## src/rtl/keynsham_irq_defs.sv

```systemverilog
// rtl/keynsham_irq_defs.sv - shared register indices and widths for the interrupt controller
package keynsham_irq_defs;

  localparam int IRQ_NUM_W = 5;
  localparam int BUS_W     = 32;

  typedef enum logic [1:0] {
    REG_STATUS = 2'd0,
    REG_ENABLE = 2'd1,
    REG_RAW    = 2'd2,
    REG_CLEAR  = 2'd3
  } reg_sel_e;

  // Register bits at or above the source count are tied to zero.
  function automatic logic [BUS_W-1:0] irq_mask(input int n);
    if (n >= BUS_W) return {BUS_W{1'b1}};
    return (32'd1 << n) - 32'd1;
  endfunction

endpackage

```

## src/rtl/keynsham_irq_if.sv

```systemverilog
// rtl/keynsham_irq_if.sv - register bus between address decoder/CPU and the interrupt controller
interface keynsham_irq_if;
  import keynsham_irq_defs::*;

  logic             bus_access;
  logic             irq_cs;
  logic [1:0]       reg_sel;
  logic [BUS_W-1:0] bus_wr_val;
  logic             bus_wr_en;
  logic [3:0]       bus_bytesel;
  logic             bus_error;
  logic             bus_ack;
  logic [BUS_W-1:0] bus_data;

  modport master (
    output bus_access, irq_cs, reg_sel, bus_wr_val, bus_wr_en, bus_bytesel,
    input  bus_error, bus_ack, bus_data
  );

  modport slave (
    input  bus_access, irq_cs, reg_sel, bus_wr_val, bus_wr_en, bus_bytesel,
    output bus_error, bus_ack, bus_data
  );

endinterface

```

## src/rtl/keynsham_irq_prio.sv

```systemverilog
// rtl/keynsham_irq_prio.sv - fixed-priority encoder, bit 0 wins
module keynsham_irq_prio
  import keynsham_irq_defs::*;
#(
  parameter int NR_IRQS = 32
) (
  input  logic [NR_IRQS-1:0]   vec,
  output logic [IRQ_NUM_W-1:0] idx,
  output logic                 valid
);

  // Scan downward so the last hit, the lowest set index, is the one kept.
  always_comb begin
    idx   = '0;
    valid = 1'b0;
    for (int i = NR_IRQS - 1; i >= 0; i--) begin
      if (vec[i]) begin
        idx   = IRQ_NUM_W'(i);
        valid = 1'b1;
      end
    end
  end

endmodule

```

## src/rtl/keynsham_irq.sv

```systemverilog
// rtl/keynsham_irq.sv - edge-latching interrupt controller with enable mask and priority index
module keynsham_irq
  import keynsham_irq_defs::*;
#(
  parameter int NR_IRQS = 32
) (
  input  logic                 clk,
  input  logic                 rst_n,
  keynsham_irq_if.slave        bus,
  input  logic [NR_IRQS-1:0]   irq_in,
  output logic                 irq_req,
  output logic [IRQ_NUM_W-1:0] irq_num
);

  localparam logic [BUS_W-1:0] MASK = irq_mask(NR_IRQS);

  logic [BUS_W-1:0]     pending, pending_next;
  logic [BUS_W-1:0]     enable, enable_next;
  logic [BUS_W-1:0]     prev_in, irq_ext, rise, active;
  logic                 access, wr;
  reg_sel_e             sel;
  logic [IRQ_NUM_W-1:0] prio_idx;
  logic                 prio_valid;

  assign sel    = reg_sel_e'(bus.reg_sel);
  assign access = bus.bus_access && bus.irq_cs;
  assign wr     = access && bus.bus_wr_en;

  always_comb begin
    irq_ext = '0;
    irq_ext[NR_IRQS-1:0] = irq_in;
  end

  assign rise   = irq_ext & ~prev_in;
  assign active = pending & enable;

  // Clear is applied before set so a coincident edge or software trigger wins.
  always_comb begin
    pending_next = pending;
    if (wr && sel == REG_CLEAR) pending_next = pending_next & ~bus.bus_wr_val;
    if (wr && sel == REG_RAW)   pending_next = pending_next | bus.bus_wr_val;
    pending_next = (pending_next | rise) & MASK;
  end

  always_comb begin
    enable_next = enable;
    for (int b = 0; b < 4; b++) begin
      if (wr && sel == REG_ENABLE && bus.bus_bytesel[b])
        enable_next[b*8 +: 8] = bus.bus_wr_val[b*8 +: 8];
    end
    enable_next = enable_next & MASK;
  end

  always_comb begin
    bus.bus_data = '0;
    case (sel)
      REG_STATUS: bus.bus_data = active;
      REG_ENABLE: bus.bus_data = enable;
      REG_RAW:    bus.bus_data = pending;
      REG_CLEAR:  bus.bus_data = '0;
      default:    bus.bus_data = '0;
    endcase
  end

  keynsham_irq_prio #(.NR_IRQS(NR_IRQS)) u_prio (
    .vec   (active[NR_IRQS-1:0]),
    .idx   (prio_idx),
    .valid (prio_valid)
  );

  always_ff @(posedge clk or negedge rst_n) begin
    if (!rst_n) begin
      pending       <= '0;
      enable        <= '0;
      prev_in       <= '0;
      bus.bus_ack   <= 1'b0;
      bus.bus_error <= 1'b0;
      irq_req       <= 1'b0;
      irq_num       <= '0;
    end else begin
      pending       <= pending_next;
      enable        <= enable_next;
      prev_in       <= irq_ext;
      bus.bus_ack   <= access;
      bus.bus_error <= wr && sel == REG_STATUS;
      irq_req       <= prio_valid;
      irq_num       <= prio_idx;
    end
  end

endmodule

```

## src/flat_wrapper.sv

```systemverilog
// flat-port wrapper written by rule: the top's interface ports become plain ports
module keynsham_irq_flat import keynsham_irq_defs::*;
#(
  parameter int NR_IRQS = 32
)
  (clk, rst_n, irq_in, irq_req, irq_num, bus_bus_access, bus_irq_cs, bus_reg_sel, bus_bus_wr_val, bus_bus_wr_en, bus_bus_bytesel, bus_bus_error, bus_bus_ack, bus_bus_data);
  keynsham_irq_if bus_i ();
  input  logic clk;
  input  logic rst_n;
  input  logic [NR_IRQS-1:0] irq_in;
  output logic irq_req;
  output logic [IRQ_NUM_W-1:0] irq_num;
  input wire logic [$bits(bus_i.bus_access)-1:0] bus_bus_access;
  input wire logic [$bits(bus_i.irq_cs)-1:0] bus_irq_cs;
  input wire logic [$bits(bus_i.reg_sel)-1:0] bus_reg_sel;
  input wire logic [$bits(bus_i.bus_wr_val)-1:0] bus_bus_wr_val;
  input wire logic [$bits(bus_i.bus_wr_en)-1:0] bus_bus_wr_en;
  input wire logic [$bits(bus_i.bus_bytesel)-1:0] bus_bus_bytesel;
  output wire logic [$bits(bus_i.bus_error)-1:0] bus_bus_error;
  output wire logic [$bits(bus_i.bus_ack)-1:0] bus_bus_ack;
  output wire logic [$bits(bus_i.bus_data)-1:0] bus_bus_data;
  assign bus_i.bus_access = bus_bus_access;
  assign bus_i.irq_cs = bus_irq_cs;
  assign bus_i.reg_sel = bus_reg_sel;
  assign bus_i.bus_wr_val = bus_bus_wr_val;
  assign bus_i.bus_wr_en = bus_bus_wr_en;
  assign bus_i.bus_bytesel = bus_bus_bytesel;
  assign bus_bus_error = bus_i.bus_error;
  assign bus_bus_ack = bus_i.bus_ack;
  assign bus_bus_data = bus_i.bus_data;
  keynsham_irq #(.NR_IRQS(NR_IRQS)) u_core (.clk(clk), .rst_n(rst_n), .bus(bus_i), .irq_in(irq_in), .irq_req(irq_req), .irq_num(irq_num));
endmodule
```

## config.mk

```make
export PLATFORM = sky130hd
export DESIGN_NAME = keynsham_irq_flat
export DESIGN_NICKNAME = d
export VERILOG_FILES = /design/src/rtl/keynsham_irq_defs.sv /design/src/rtl/keynsham_irq_if.sv /design/src/rtl/keynsham_irq_prio.sv /design/src/rtl/keynsham_irq.sv /design/src/flat_wrapper.sv
export SDC_FILE = /design/constraint.sdc
export NUM_CORES = 1
export LEC_CHECK = 0
export ABC_AREA = 1
export CORE_UTILIZATION = 46
export CTS_BUF_LIST = sky130_fd_sc_hd__clkbuf_8
export DETAILED_ROUTE_END_ITERATION = 8
export GPL_TIMING_DRIVEN = 0
export PLACE_DENSITY = 0.89
export RECOVER_POWER = 25
export SKIP_LAST_GASP = 1
export SLEW_MARGIN = 40
export SYNTH_ARGS = -nofsm -noshare
export SYNTH_HDL_FRONTEND = slang
export SYNTH_SLANG_ARGS = --single-unit
```

## constraint.sdc

```tcl
create_clock -name clk -period 1.9 [get_ports clk]
set_input_delay 0.19 -clock clk [delete_from_list [all_inputs] [get_ports clk]]
set_output_delay 0.19 -clock clk [all_outputs]
set_load 0.01 [all_outputs]
```

---- Word-level counts from Yosys, hierarchy flattened ----
Cells that the tools add are included.
word-level totals
  bits in registers ....................... 104
  output and inout port bits .............. 40
cells by class
  equality and inequality tests ........... 3
  mux-type cells .......................... 67
  bitwise gates (word level) .............. 7
  reductions and logical operators ........ 11
operators by type and width
  kind                count
  $mux 5              32
  $pmux 32 s4         1
  $and 32x32->32      3
  $mux 32             2
  $not 32->32         2
  $or 32x32->32       2
  $mux 1              32
  $logic_and 1x1->1   10
  $eq 2x2->1 const B  2
  $eq 2x1->1 const B  1
  $logic_not 2->1     1

---- Depth between registers and ports, before layout ----
  depth after elaboration ................. 33
  depth in mapped cells ................... 30

---- Hierarchy ----
Synthesis repeated with hierarchy kept, for this count alone.
unflattened totals
  cell total of the unflattened synthesis .. 763
  area total of the unflattened synthesis .. 5551.6 sq um
by module, submodules not included
  module             times used  cells an instance  area each (sq um)  seq. area each (sq um)
  keynsham_irq       1           656                5108.6             2602.5
  keynsham_irq_prio  1           107                442.9              0.0

---- Worst setup path after synthesis ----
No wires, ideal clock.
  path kind ............................... register -> register
  start point ............................. register u_core.enable[31]
  end point ............................... register u_core.irq_num[0]
  library setup time ...................... 0.118 ns
  arrival ................................. 1.654 ns
  required time ........................... 1.782 ns
  slack ................................... 0.128 ns
  cell stages (with the launch flop) ...... 31
  buffers on the path ..................... 0
  cell sequence ........................... dfrtp_1 > nand2_1 > inv_1 > nand2_1 > nand2_1 > nand2_1 > nand2_1 > nand2_1 > nand2_1 > nand2_1 > nand2_1 > nand2_1 > nand2_1 > nand2_1 > nand2_1 > nand2_1 > nand2_1 > nand2_1 > nand2_1 > nand2_1 > nand2_1 > nand2_1 > nand2_1 > nand2_1 > nand2_1 > nand2_1 > nand2_1 > nand2_1 > nand2_1 > nand2_1 > a21oi_2
between the ends
  word-level cells in the longest chain between the ends .. 33
ends and longest elaborated chain
  item                      RTL line                 text
  start: declaration        keynsham_irq.sv:18       logic [BUS_W-1:0] enable, enable_next;
  start signal: assignment  keynsham_irq.sv:82       enable <= enable_next;
  $and 32x32->32            keynsham_irq.sv:35       assign active = pending & enable;
  $mux 5 (32 in series)     keynsham_irq_prio.sv:17  if (vec[i]) begin
  net u_core.prio_idx[0]    keynsham_irq.sv:22       logic [IRQ_NUM_W-1:0] prio_idx;
  end signal: assignment    keynsham_irq.sv:87       irq_num <= prio_idx;
  end: declaration          keynsham_irq.sv:12       output logic [IRQ_NUM_W-1:0] irq_num
The timed path passes the listed nets, and every way through them passes these cells.
A chain may end at the register's enable or synchronous reset.

---- Worst setup path in the final report ----
  start point ............................. register u_core.pending[31]
  end point ............................... register u_core.irq_num[0]
between the ends
  word-level cells in the longest chain between the ends .. 33
ends and longest elaborated chain
  item                      RTL line                 text
  start: declaration        keynsham_irq.sv:17       logic [BUS_W-1:0] pending, pending_next;
  start signal: assignment  keynsham_irq.sv:81       pending <= pending_next;
  $and 32x32->32            keynsham_irq.sv:35
  $mux 5 (32 in series)     keynsham_irq_prio.sv:17
  net u_core.prio_idx[0]    keynsham_irq.sv:22
The timed path passes the listed nets, and every way through them passes these cells.

==> impl_metrics.sql <==
INSERT INTO impl_metrics (metric_group, metric, value, unit) VALUES
('status', 'status', 'finished, violations left', ''),
('status', 'violations', 'setup timing', ''),
('routing', 'finalWirelength', '12600', 'um'),
('setup_path', 'critPathKind', 'reg -> reg', ''),
('routing', 'via_per_inst', '5.23', ''),
('flow_run', 'number_of_max_capacitance_violations_reported', '0', ''),
('global_routing', 'top_usage_layer', 'met2', ''),
('routing', 'drt_pass1_iterations', '5', ''),
('global_routing', 'antenna_found_initial', '0', ''),
('floorplanning', 'core_area', '9860', 'um2'),
('timing', 'setup_total_negative_slack', '-171', 'ps'),
('cells_and_area', 'fillers', '799', ''),
('global_routing', 'grt_pass1_vias', '4417', ''),
('power', 'irDropWorstVdd', '0.446', 'mV'),
('floorplanning', 'placement_rows', '36', ''),
('yosys', 'synth_area', '4710', 'um2'),
('clock_network', 'path_clk_slew', '100', 'ps'),
('placed_design', 'finalWeightedCongestion', '0.848', ''),
('timing', 'fmaxAchievable', '0.483', 'GHz'),
('power', 'share_clk_of_total_power', '30.5', '%'),
('clock_network', 'worst_skew_pair.late_latency', '370', 'ps'),
('yosys', 'synth.distinct_cells', '20', ''),
('yosys', 'syn-mean-instance-area', '8.18', 'um2'),
('setup_path', 'maximum_fanout_along_the_worst_path', '3', ''),
('setup_path', 'worst_path_max_delay_cell', 'dfrtp_1', ''),
('yosys', 'mapped_cells', '576', ''),
('cells_and_area', 'multi_input_comb_area', '1770', 'um2'),
('routing', 'detailroute.via_count', '4403', ''),
('cells_and_area', 'syn_to_final_growth', '35.2', '%'),
('clock_network', 'cts.sinks', '104', ''),
('yosys', 'leading_post_synthesis_cells_by_cell_area', 'dfrtp_1 (55%), nand2_1 (12%), o21ai_0 (9.9%), nor2_1 (6.4%), inv_1 (5.7%)', ''),
('setup_path', 'r2r-start', 'u_core.pending[31]', ''),
('yosys', 'synth_ff_type', 'dfrtp_1', ''),
('routing', 'first_iter_violations', '255', ''),
('yosys', 'seq_area_frac_synth', '55.2', '%'),
('clock_network', 'clockRootBuffer', 'clkbuf_8', ''),
('timing', 'finalHoldViolCount', '0', ''),
('cells_and_area', 'drive_above_1_share', '5.78', '%'),
('power', 'p_int', '4050', 'uW'),
('yosys', 'postSynth.asyncResetShare', '100', '%'),
('global_routing', 'grt_start_max_net_pins', '56', ''),
('timing', 'slew_headroom', '16.1', '%'),
('yosys', 'synth.most_common_cell', 'nand2_1', ''),
('power', 'power-per-cell-area', '894', 'nW/um2'),
('setup_path', 'endpoint_type_of_the_worst_setup_path', 'flip-flop', ''),
('floorplanning', 'initial_utilization', '47.8', '%'),
('global_routing', 'grt_pass1_wl', '20000', 'um'),
('global_routing', 'grtUsageTotal', '25.0', '%'),
('power', 'sequentialPowerShare', '45.8', '%'),
('setup_path', 'r2r-end', 'u_core.irq_num[0]', ''),
('placed_design', 'port-buffer-count', '113', ''),
('power', 'total_leakage_power', '0.00305', 'uW'),
('timing', 'hold_ws', '358', 'ps'),
('floorplanning', 'die_w', '103', 'um'),
('setup_path', 'critical-path-max-stage-delay', '400', 'ps'),
('clock_network', 'tritoncts', 'built', ''),
('yosys', 'postSynthNetCount', '651', ''),
('global_routing', 'gr-total-overflow', '0', ''),
('placed_design', 'detailedPlacementHpwl', '9180', 'um'),
('yosys', 'synth_enable_flop_cells', '0', ''),
('routing', 'wl_per_cell', '14.9', 'um'),
('yosys', 'synth_top_cell_area_share', '55.2', '%'),
('timing', 'postLayoutSetupSlackWorst', '-171', 'ps'),
('timing', 'setup_violations', '1', ''),
('timing', 'final-max-slew-violation-count', '0', ''),
('clock_network', 'cts-buffers-inserted', '9', ''),
('setup_path', 'reg2reg_slack', '-170', 'ps'),
('cells_and_area', 'num_antenna_cells', '0', ''),
('global_routing', 'met3_usage_in_global_routing', '4.84', '%'),
('routing', 'drcViolationCount', '0', ''),
('cells_and_area', 'final_core_util', '64.6', '%');
flip-flops by register name (all words and copies together) (netlist names):
| register | count |
|---|---|
| u_core.bus.bus_error | 1 |
| u_core.bus.bus_ack | 1 |
| u_core.pending | 32 |
| u_core.irq_num | 5 |
| u_core.irq_req | 1 |
| u_core.prev_in | 32 |
| u_core.enable | 32 |
layout by cell type, fill, tap and decap left out, types with 5 or more instances in the layout:
master / n
nand2_1: 144
dfrtp_1: 104
o21ai_0: 93
nor2_1: 79
inv_1: 73
clkdlybuf4s50_1: 63
dlygate4sd3_1: 34
o211ai_1: 32
clkbuf_8: 11
clkbuf_1: 10
dlygate4sd2_1: 8
dlymetal6s2s_1: 8
nand2_4: 7
nand3_1: 6
clkbuf_2: 5
stage by stage:
| stage | cells | instance area, um2 |
|---|---|---|
| after CTS | 841 | 6340 |
| after floorplan | 576 | 4710 |
| final | 842 | 6370 |
| after global placement | 822 | 6010 |
| after detailed placement | 823 | 6040 |
| after global routing | 842 | 6370 |
cells by family after synthesis:
logic type / synth area share (%)
AO/OA/AOI/OAI: 16.4
buffers and inverters: 7.33
flip-flops: 55.2
AND/OR/NAND/NOR: 21.1
worst min path at each step:
stage,start,to,cells after the start,slack [ps]
2_1_floorplan,rst_n,u_core.bus.bus_ack,0,-110
3_3_place_gp,u_core.prev_in[8],u_core.pending[8],1,420
3_5_place_dp,rst_n,u_core.prev_in[2],1,120
4_1_cts,irq_in[15],u_core.prev_in[15],1,270
5_1_grt,irq_in[9],u_core.prev_in[9],1,380
6_report,bus_irq_cs,u_core.bus.bus_ack,3,360
power by group through the flow:
stage | sequential, uW | combinational, uW | clock [uW]
finish | 2610 | 1350 | 1740
global route | 2630 | 1520 | 1850
CTS | 2600 | 1360 | 1770
global placement | 2630 | 1300 | 0
detailed placement | 2640 | 1350 | 0
floorplan | 2620 | 700 | 0
repair_timing:
action / 4_1_cts / 5_1_grt
gates resized for setup: 22 / 18
cloned: 0 / 0
hold buffers: 1 / 0
hold endpoints to repair: 49 / 0
setup endpoints to repair: 33 / 23
setup buffers: 1 / 1
critical path, delay by kind of cell (launching register included):
kind	cells	cell delay (ps)
buf+inv	1	40
compound gates	1	50
flops	1	400
simple gates	28	1480
area by class of cell:
type / instances / area share, %
sequential: 104 / 40.8
multi-input combinational: 380 / 27.8
timing repair buffer: 117 / 18.7
inverter: 72 / 4.24
tap: 133 / 2.61
clock inverter: 7 / 2.14
clock buffer: 9 / 1.94
buffer: 20 / 1.73
layer usage:
layer | wire length [um] | vias to the layer above | share of wire, %
li1 | - | 2093 | -
met1 | 5260 | 2097 | 42
met2 | 6120 | 187 | 49
met3 | 896 | 26 | 7.1
met4 | 308 | 0 | 2.4
met5 | 0 | - | 0
Power figures use the tool's default switching activity.
